## src/rtl/uart_pkg.sv

```systemverilog
// rtl/uart_pkg.sv - shared APB/UART constants and scheduler state type
package uart_pkg;

   localparam int APB_ADDR_W = 12;
   localparam int APB_DATA_W = 8;
   localparam logic [APB_ADDR_W-1:0] TX_ADDR_DEFAULT = 12'h104;

   typedef enum logic [1:0] {
      IDLE   = 2'd0,
      SETUP  = 2'd1,
      ACCESS = 2'd2
   } state_t;

endpackage

```

## src/rtl/apb_uart_tx_scheduler_if.sv

```systemverilog
// rtl/apb_uart_tx_scheduler_if.sv - requester handshakes and APB write port of the TX scheduler
interface apb_uart_tx_scheduler_if
   import uart_pkg::*;
#(
   parameter int NUM_REQ = 4
);
   logic [NUM_REQ-1:0]            req_valid;
   logic [NUM_REQ*APB_DATA_W-1:0] req_data;
   logic [NUM_REQ-1:0]            req_ready;
   logic                          PSEL;
   logic                          PENABLE;
   logic                          PWRITE;
   logic [APB_ADDR_W-1:0]         PADDR;
   logic [APB_DATA_W-1:0]         PWDATA;
   logic                          PREADY;

   modport master (
      input  req_valid, req_data, PREADY,
      output req_ready, PSEL, PENABLE, PWRITE, PADDR, PWDATA
   );

   modport slave (
      output req_valid, req_data, PREADY,
      input  req_ready, PSEL, PENABLE, PWRITE, PADDR, PWDATA
   );
endinterface

```

## src/rtl/rr_arbiter.sv

```systemverilog
// rtl/rr_arbiter.sv - combinational round-robin winner search starting at ptr
module rr_arbiter #(
   parameter int NUM_REQ = 4,
   parameter int IDX_W   = $clog2(NUM_REQ)
) (
   input  logic [NUM_REQ-1:0] req,
   input  logic [IDX_W-1:0]   ptr,
   output logic [NUM_REQ-1:0] gnt,
   output logic [IDX_W-1:0]   gnt_idx,
   output logic               any
);

   always_comb begin
      int j;
      logic [IDX_W-1:0] jj;
      gnt     = '0;
      gnt_idx = '0;
      any     = 1'b0;
      j       = 0;
      jj      = '0;
      for (int k = 0; k < NUM_REQ; k++) begin
         // scan ptr, ptr+1, ... with wrap so the first hit is the fairest candidate
         j = int'(ptr) + k;
         if (j >= NUM_REQ) j = j - NUM_REQ;
         jj = IDX_W'(j);
         if (!any && req[jj]) begin
            any     = 1'b1;
            gnt[jj] = 1'b1;
            gnt_idx = jj;
         end
      end
   end

endmodule

```

## src/rtl/apb_uart_tx_scheduler.sv

```systemverilog
// rtl/apb_uart_tx_scheduler.sv - round-robin byte scheduler issuing APB writes to the UART TX register
module apb_uart_tx_scheduler
   import uart_pkg::*;
#(
   parameter int                    NUM_REQ = 4,
   parameter logic [APB_ADDR_W-1:0] TX_ADDR = TX_ADDR_DEFAULT,
   parameter int                    TIMEOUT = 1024,
   parameter int                    IDX_W   = $clog2(NUM_REQ)
) (
   input  logic                     PCLK,
   input  logic                     PRESETn,
   input  logic                     enable,
   apb_uart_tx_scheduler_if.master  bus,
   output logic                     busy,
   output logic [IDX_W-1:0]         grant_id,
   output logic                     timeout_err
);

   localparam int CNT_W = $clog2(TIMEOUT);

   state_t                 state_q, state_d;
   logic [APB_DATA_W-1:0]  data_q;
   logic [IDX_W-1:0]       ptr_q;
   logic [CNT_W-1:0]       cnt_q;
   logic [NUM_REQ-1:0]     arb_gnt;
   logic [IDX_W-1:0]       arb_idx;
   logic                   arb_any;
   logic                   grant;

   rr_arbiter #(
      .NUM_REQ (NUM_REQ),
      .IDX_W   (IDX_W)
   ) u_arb (
      .req     (bus.req_valid),
      .ptr     (ptr_q),
      .gnt     (arb_gnt),
      .gnt_idx (arb_idx),
      .any     (arb_any)
   );

   always_comb begin
      state_d     = state_q;
      grant       = 1'b0;
      timeout_err = 1'b0;
      case (state_q)
         IDLE: begin
            if (enable && arb_any) begin
               grant   = 1'b1;
               state_d = SETUP;
            end
         end
         SETUP: state_d = ACCESS;
         ACCESS: begin
            // PREADY takes priority over an expiring timeout
            if (bus.PREADY) begin
               state_d = IDLE;
            end else if (cnt_q == CNT_W'(TIMEOUT - 1)) begin
               timeout_err = 1'b1;
               state_d     = IDLE;
            end
         end
         default: state_d = IDLE;
      endcase
   end

   always_ff @(posedge PCLK or negedge PRESETn) begin
      if (!PRESETn) begin
         state_q  <= IDLE;
         data_q   <= '0;
         grant_id <= '0;
         ptr_q    <= '0;
         cnt_q    <= '0;
      end else begin
         state_q <= state_d;
         if (grant) begin
            data_q   <= bus.req_data[arb_idx*APB_DATA_W +: APB_DATA_W];
            grant_id <= arb_idx;
            ptr_q    <= (arb_idx == IDX_W'(NUM_REQ - 1)) ? '0 : arb_idx + 1'b1;
         end
         if (state_q == SETUP) begin
            cnt_q <= '0;
         end else if (state_q == ACCESS && !bus.PREADY) begin
            cnt_q <= cnt_q + 1'b1;
         end
      end
   end

   // ready is gated by reset so an asserted PRESETn-low never shows a stray accept
   assign bus.req_ready = (grant && PRESETn) ? arb_gnt : '0;
   assign busy          = (state_q != IDLE);
   assign bus.PSEL      = busy;
   assign bus.PENABLE   = (state_q == ACCESS);
   assign bus.PWRITE    = busy;
   assign bus.PADDR     = busy ? TX_ADDR : '0;
   assign bus.PWDATA    = busy ? data_q : '0;

endmodule

```

## src/flat_wrapper.sv

```systemverilog
// flat-port wrapper written by rule: the top's interface ports become plain ports
module apb_uart_tx_scheduler_flat import uart_pkg::*;
#(
   parameter int                    NUM_REQ = 4,
   parameter logic [APB_ADDR_W-1:0] TX_ADDR = TX_ADDR_DEFAULT,
   parameter int                    TIMEOUT = 1024,
   parameter int                    IDX_W   = $clog2(NUM_REQ)
)
  (PCLK, PRESETn, enable, busy, grant_id, timeout_err, bus_req_valid, bus_req_data, bus_PREADY, bus_req_ready, bus_PSEL, bus_PENABLE, bus_PWRITE, bus_PADDR, bus_PWDATA);
  apb_uart_tx_scheduler_if #(.NUM_REQ(NUM_REQ)) bus_i ();
  input  logic PCLK;
  input  logic PRESETn;
  input  logic enable;
  output logic busy;
  output logic [IDX_W-1:0] grant_id;
  output logic timeout_err;
  input wire logic [$bits(bus_i.req_valid)-1:0] bus_req_valid;
  input wire logic [$bits(bus_i.req_data)-1:0] bus_req_data;
  input wire logic [$bits(bus_i.PREADY)-1:0] bus_PREADY;
  output wire logic [$bits(bus_i.req_ready)-1:0] bus_req_ready;
  output wire logic [$bits(bus_i.PSEL)-1:0] bus_PSEL;
  output wire logic [$bits(bus_i.PENABLE)-1:0] bus_PENABLE;
  output wire logic [$bits(bus_i.PWRITE)-1:0] bus_PWRITE;
  output wire logic [$bits(bus_i.PADDR)-1:0] bus_PADDR;
  output wire logic [$bits(bus_i.PWDATA)-1:0] bus_PWDATA;
  assign bus_i.req_valid = bus_req_valid;
  assign bus_i.req_data = bus_req_data;
  assign bus_i.PREADY = bus_PREADY;
  assign bus_req_ready = bus_i.req_ready;
  assign bus_PSEL = bus_i.PSEL;
  assign bus_PENABLE = bus_i.PENABLE;
  assign bus_PWRITE = bus_i.PWRITE;
  assign bus_PADDR = bus_i.PADDR;
  assign bus_PWDATA = bus_i.PWDATA;
  apb_uart_tx_scheduler #(.NUM_REQ(NUM_REQ), .TX_ADDR(TX_ADDR), .TIMEOUT(TIMEOUT), .IDX_W(IDX_W)) u_core (.PCLK(PCLK), .PRESETn(PRESETn), .enable(enable), .bus(bus_i), .busy(busy), .grant_id(grant_id), .timeout_err(timeout_err));
endmodule
```

## config.mk

```make
export PLATFORM = sky130hd
export DESIGN_NAME = apb_uart_tx_scheduler_flat
export DESIGN_NICKNAME = d
export VERILOG_FILES = /design/src/rtl/uart_pkg.sv /design/src/rtl/apb_uart_tx_scheduler_if.sv /design/src/rtl/rr_arbiter.sv /design/src/rtl/apb_uart_tx_scheduler.sv /design/src/flat_wrapper.sv
export SDC_FILE = /design/constraint.sdc
export NUM_CORES = 1
export LEC_CHECK = 0
export ABC_AREA = 1
export BUFFER_PORTS_ARGS = -buffer_cell sky130_fd_sc_hd__buf_4
export CORE_ASPECT_RATIO = 1.75
export CORE_MARGIN = 2
export CORE_UTILIZATION = 40
export CTS_CLUSTER_SIZE = 28
export DETAILED_ROUTE_END_ITERATION = 7
export PLACE_DENSITY = 0.66
export SYNTH_ARGS = -nofsm -noshare
export SYNTH_HDL_FRONTEND = slang
export SYNTH_SLANG_ARGS = --single-unit
```

## constraint.sdc

```tcl
create_clock -name PCLK -period 6 [get_ports PCLK]
set_clock_uncertainty 0.15 [all_clocks]
set_input_delay 1.2 -clock PCLK [delete_from_list [all_inputs] [get_ports PCLK]]
set_output_delay 1.2 -clock PCLK [all_outputs]
set_load 0.005 [all_outputs]
```

==> results of run 1 <==
## cell usage after synthesis, drive strengths merged (4+ instances only)
master	count
ha	8
a22oi	4
nand3	52
nor3	8
or2	6
nand4	4
inv	60
o21ai	10
dfrtp	24
buf	19
nor2	27
nand2	88
## cell families (layout without fill, tap and decap cells)
| group | after synthesis | in the layout |
|---|---|---|
| DFF | 24 | 24 |
| buffers and inverters | 79 | 125 |
| AOI/OAI and AO/OA | 24 | 24 |
| adders and majority gates | 8 | 8 |
| and+or+nand+nor | 187 | 187 |
| other | 1 | 10 |
## metrics by stage
step	hold slack, ps	instances	utilization, %	power (mW)
floorplan	290.5	332	-	1.019
global placement	311.9	429	48.88	1.233
detailed placement	321.8	429	48.88	1.240
CTS	334.5	433	49.93	1.356
global route	345.1	433	49.93	1.483
finish	325.0	433	49.93	1.346
## flip-flops by register name, indices dropped and copies added (netlist names)
register,count
u_core.grant_id,2
u_core.state_q,2
u_core.ptr_q,2
u_core.data_q,8
u_core.cnt_q,10
## metal layers
layer  wire [µm]  vias to the layer above  global-route usage (%)
met5           0                        -                       0
met4         157                        0                   9.402
met3         205                       13                   1.277
met2        2961                       70                   34.40
met1        1943                     1002                   19.49
li1            -                     1107                       -
## worst max-delay path, stage by stage, from the launching register on
cell	delay [ps]
dfrtp_1	720
inv_2	250
ha_1	430
inv_1	120
nand3_1	120
nand2_4	130
nor2_8	60
nand3b_4	140
nand3_4	200
nor2_1	250
o21ai_0	120
inv_1	70
buf_4	100
## power by group
group	leakage (nW)	internal (mW)	switching [mW]	total [mW]
logic	1.16	0.356	0.603	0.959
registers	0.311	0.217	0.0585	0.275
clock network	0.0288	0.0586	0.0531	0.112
total	1.50	0.632	0.714	1.35
## final cells by class
cell class / instances / area (µm²)
Sequential cell: 24 / 600.6
Clock buffer: 4 / 55.05
Tap cell: 55 / 68.82
Timing Repair Buffer: 61 / 457.9
Multi-Input combinational cell: 229 / 1216
Inverter: 60 / 225.2
Fill cell: 570 / 2631
## worst paths after layout
path	startpoint	to	slack, ps
worst max register to register	u_core.ptr_q[0]	u_core.data_q[4]	3020
worst min-delay path	u_core.cnt_q[4]	u_core.cnt_q[4]	330
worst max-delay path	u_core.ptr_q[0]	bus_req_ready[0]	1660
max in group asynchronous	PRESETn	u_core.cnt_q[2]	4790
worst min register to register	u_core.cnt_q[4]	u_core.cnt_q[4]	330
min in group asynchronous	PRESETn	u_core.data_q[4]	670
==> flow_summary_export.csv, run 1 <==
group,metric,value,unit
placement,dp_hpwl,4257,µm
route,finalWirelength,5268,µm
clock_tree,clkLatencyLatePin,270,ps
global_route,via_count_of_the_first_global_routing_pass,2063,
placement,placed_cell_area,0.002569,mm²
clock_tree,cts-root-buf,"clkbuf_8",
run,max-cap-violations,0,
global_route,grt_pass1_wl,8618,µm
synth,post-synth-top-area-cell,"dfrtp_1",
final_layout,stdcell_area,0.002624,mm²
timing,final_setup_violations,0,
timing,finalCritPeriodShare,72.37,%
route,initialDrtViolationCount,106,
timing,setup-tns-final,0,ps
floorplanning,initial_utilization,41.10,%
critical_path,timing_worst_setup_path_type,"reg -> out",
timing,worstMarginPinSlew,579.6,ps
floorplanning,die-width,59.55,µm
route,firstDrtPassIters,4,
floorplanning,floorplan.core_area,0.005255,mm²
critical_path,crit_path_end_kind,"output port",
route,drt_drc_violations_left,0,
global_route,global_route.usage.total,18.29,%
route,vias,2192,
run_status,run_status,"finished clean",
final_layout,antenna_cells_inserted,0,
critical_path,critical_path_peak_fanout,15,
timing,final-max-slew-violation-count,0,
worst_hold_path,hold_class,"reg -> reg",
clock_tree,ctsHtreeMaxLevel,1,
critical_path,cp.required,4650,ps
synth,synth.lib_cells_used.distinct,34,
synth,synthMuxAreaShare,0,%
clock_tree,clkSlewWorstSetupHoldPaths,80,ps
global_route,grt_max_degree,26,
placement,dpl_worst_slack,1960,ps
final_layout,drive_above_1_share,25.40,%
pwr,worst_ir_drop_vdd,0.2371,mV
floorplanning,dieHeight,101.2,µm
synth,yosys_warnings,0,
synth,async_reset_ff_share,100.0,%
final_layout,syn_to_final_growth,21.49,%
clock_tree,ctsHoldBuffers,0,
global_route,number_of_antenna_violations_at_the_first_check_in_global_routing,0,
floorplanning,ios,71,
timing,final-hold-violation-count,0,
timing,finalWorstSetupSlack,1658,ps
route,detail_route.wl_per_cell,12.17,µm
clock_tree,ctsLongestPathBuffers,2,
clock_tree,cts_tree,"yes",
route,antenna_violating_nets_post_route,0,
synth,yosys.area_share.simple,42.99,%
placement,buffer_ports.inserted,60,
synth,xor_and_xnor_fraction_of_the_mapped_netlist_area,0,%
pwr,p_leak,1.504,nW
route,detail_route.vias_per_cell,5.062,
timing,fmaxAchievable,230.3,MHz
synth,yosysSeqAreaShare,27.81,%
clock_tree,tritoncts_num_sinks,24,
clock_tree,cts_repair_resize_count,0,
final_layout,most_frequent_cells_in_the_layout,"80 x nand2_1, 61 x buf_4, 53 x inv_1, 47 x nand3_1",
clock_tree,clock_buffers_created_by_tritoncts,3,
critical_path,worstPathArrival,2990,ps
critical_path,reg2reg_depth,11,
synth,yosys_most_used_dff,"dfrtp_1",
final_layout,final_common_cell,"nand2_1",
timing,max_slew_margin,61.36,%
synth,post_synth_instance_area,0.002160,mm²
synth,cells_after_synthesis,323,
clock_tree,cts_setup_buffers,0,
synth,synth_area_leaders,"dfrtp_1 28%, nand2_1 14%, nand3_1 11%, inv_1 9.2%, buf_4 5.2%",
pwr,power.density_cell_area,513.0,mW/mm²
synth,synth_top_family_by_area,"simple AND/OR/NAND/NOR gates",
floorplanning,num_rows,35,
final_layout,fin_nets,427,
placement,routabilityCongestion,0.9355,
floorplanning,floorplan.die_area,0.006026,mm²
synth,synthAdderAreaFrac,4.635,%
synth,synth.top_cell.area_share,27.81,%
worst_hold_path,whs_path_depth,1,
synth,number_of_flops_mapped_to_enable_cells_by_yosys,0,
synth,postSynthAreaPerCell,6.686,µm²
timing,setup_repair_after_global_routing_missed_its_margin,"false",
global_route,gr_overflow_total,0,
critical_path,cp-start-kind,"flop",
synth,compound_gate_fraction_of_synth_area,6.952,%
timing,min_period,4342,ps
synth,ys_ff_latch,24,
No activity file was read; power rests on OpenSTA's default activity.
==> run 2, diff against run 1 <==
--- a/config.mk
+++ b/config.mk
@@ -12,7 +12,7 @@
 export CORE_UTILIZATION = 40
 export CTS_CLUSTER_SIZE = 28
 export DETAILED_ROUTE_END_ITERATION = 7
-export PLACE_DENSITY = 0.66
+export PLACE_DENSITY = 0.68
 export SYNTH_ARGS = -nofsm -noshare
 export SYNTH_HDL_FRONTEND = slang
 export SYNTH_SLANG_ARGS = --single-unit
==> constraint.sdc (replaced) <==
create_clock -name PCLK -period 3.7 [get_ports PCLK]
set_clock_uncertainty 0.15 [all_clocks]
set_input_delay 0.74 -clock PCLK [delete_from_list [all_inputs] [get_ports PCLK]]
set_output_delay 0.74 -clock PCLK [all_outputs]
set_load 0.005 [all_outputs]
==> run 2 against run 1 <==
Compared with the run above: design area is 0.57% higher; flip-flop and latch count stayed put; hold slack lost 120 ps; core utilization grew 0.29 points; critical endpoint is now bus_req_ready[1].
==> flow_summary_export.csv, run 2 (synthesis results as in run 1) <==
group,metric,value,unit
run_status,run_status,"finished clean",
pwr,power,2.200,mW
global_route,gr_overflow_total,0,
pwr,power.density_cell_area,833.8,mW/mm²
final_layout,fin_nets,429,
critical_path,timing.critical_path.buf_inv,4,
route,detail_route.wl_per_cell,12.10,µm
timing,final-hold-violation-count,0,
floorplanning,ios,71,
final_layout,largestRegisters,"u_core.cnt_q: 10 flops, u_core.data_q: 8 flops",
final_layout,antenna_cells_inserted,0,
clock_tree,tritoncts_num_sinks,24,
critical_path,worst_path_largest_cell_delay,670,ps
final_layout,final_common_cell,"nand2_1",
critical_path,cp.required,2810,ps
run,max-cap-violations,0,
pwr,p_leak,1.513,nW
clock_tree,ctsHtreeMaxLevel,1,
timing,finalCritPeriodShare,93.34,%
timing,finalWorstSetupSlack,246.4,ps
floorplanning,dieHeight,101.2,µm
critical_path,critical-path-slowest-cell,"dfrtp_1",
final_layout,largest_reg_flops,10,
placement,placed_cell_area,0.002584,mm²
placement,buffer_ports.inserted,60,
clock_tree,cts_repair_resize_count,0,
timing,setup_repair_after_global_routing_missed_its_margin,"false",
route,detail_route.vias_per_cell,5.044,
route,finalWirelength,5262,µm
clock_tree,cts_setup_buffers,0,
floorplanning,floorplan.die_area,0.006026,mm²
clock_tree,cts_tree,"yes",
critical_path,crit_path_end_kind,"output port",
global_route,number_of_antenna_violations_at_the_first_check_in_global_routing,0,
worst_hold_path,hold_class,"in -> async",
final_layout,final_cell_count_no_fill,435,
final_layout,fill_cell_total_of_the_finished_layout,565,
critical_path,timing_worst_setup_path_type,"reg -> out",
final_layout,max_flop_register,"u_core.cnt_q",
critical_path,worstPathCellList,"inv_2 > ha_1 > inv_1 > nand3_1 > nand2_2 > nand3b_4 > nand3_4 > nor2_1 > o21ai_0 > inv_1 > buf_4",
floorplanning,floorplan.core_area,0.005255,mm²
pwr,worst_ir_drop_vdd,0.3760,mV
clock_tree,ctsHoldBuffers,0,
final_layout,finalCoreUtilization,50.21,%
clock_tree,clkSlewWorstSetupHoldPaths,80,ps
critical_path,cp-start-kind,"flop",
placement,dpl_worst_slack,517.4,ps
critical_path,critical_path_peak_fanout,15,
placement,routabilityCongestion,0.9173,
placement,placed_cells_incl_taps,431,
final_layout,syn_to_final_growth,22.19,%
route,initialDrtViolationCount,101,
clock_tree,clkLatencyLatePin,270,ps
timing,final_setup_violations,0,
route,vias,2194,
floorplanning,die-width,59.55,µm
timing,worstMarginPinSlew,517.3,ps
floorplanning,initial_utilization,41.10,%
final_layout,most_frequent_cells_in_the_layout,"80 x nand2_1, 63 x buf_4, 53 x inv_1, 47 x nand3_1",
critical_path,worstPathArrival,2560,ps
global_route,grt_pass1_wl,9073,µm
final_layout,drive_above_1_share,25.79,%
global_route,global_route.usage.total,19.02,%
route,antenna_violating_nets_post_route,0,
critical_path,path_common_cell,"inv_1",
clock_tree,clock_buffers_created_by_tritoncts,3,
timing,max_slew_margin,65.51,%
timing,final-max-slew-violation-count,0,
clock_tree,cts-root-buf,"clkbuf_8",
clock_tree,ctsLongestPathBuffers,2,
timing,setup-tns-final,0,ps
global_route,grt_max_degree,26,
route,firstDrtPassIters,6,
timing,min_period,3454,ps
global_route,via_count_of_the_first_global_routing_pass,2177,
critical_path,cpLargestDelayFamily,"simple AND/OR/NAND/NOR gates",
placement,dp_hpwl,4226,µm
timing,fmaxAchievable,289.5,MHz
timing,hold-worst-slack,206.0,ps
route,drt_drc_violations_left,0,
floorplanning,num_rows,35,
final_layout,stdcell_area,0.002639,mm²
==> run 2: where the power goes <==
group          switching (mW)  total, mW  leakage (nW)  internal (mW)
combinational           0.992       1.58          1.17          0.590
sequential             0.0877      0.439         0.311          0.352
clock                  0.0838      0.179        0.0288         0.0951
==> run 2: final cells by class <==
| cell class | count | area [µm²] | area share, % |
|---|---|---|---|
| clock buffer | 4 | 55.05 | 2.086 |
| inverter | 60 | 225.2 | 8.535 |
| multi-input combinational | 229 | 1216 | 46.09 |
| sequential | 24 | 600.6 | 22.76 |
| tap | 55 | 68.82 | 2.608 |
| timing repair buffer | 63 | 473.0 | 17.92 |
==> run 2: layer usage <==
layer | global-route usage [%] | vias up | part of all wire [%]
met1 | 20.92 | 1006 | 39
met2 | 35.93 | 69 | 55
met4 | 7.009 | 0 | 1.5
met3 | 2.171 | 11 | 4.7
li1 | - | 1108 | -
met5 | 0 | - | 0
==> run 2: worst paths after layout <==
kind,startpoint,end,slack (ps),depth (start not counted)
setup / recovery,u_core.ptr_q[0],bus_req_ready[1],250,11
hold / removal,PRESETn,u_core.data_q[4],210,1
setup reg to reg,u_core.ptr_q[0],u_core.data_q[0],990,11
hold reg to reg,u_core.data_q[1],u_core.data_q[1],340,2
max in group asynchronous,PRESETn,u_core.ptr_q[1],2960,1
min in group PCLK,u_core.data_q[1],u_core.data_q[1],340,2
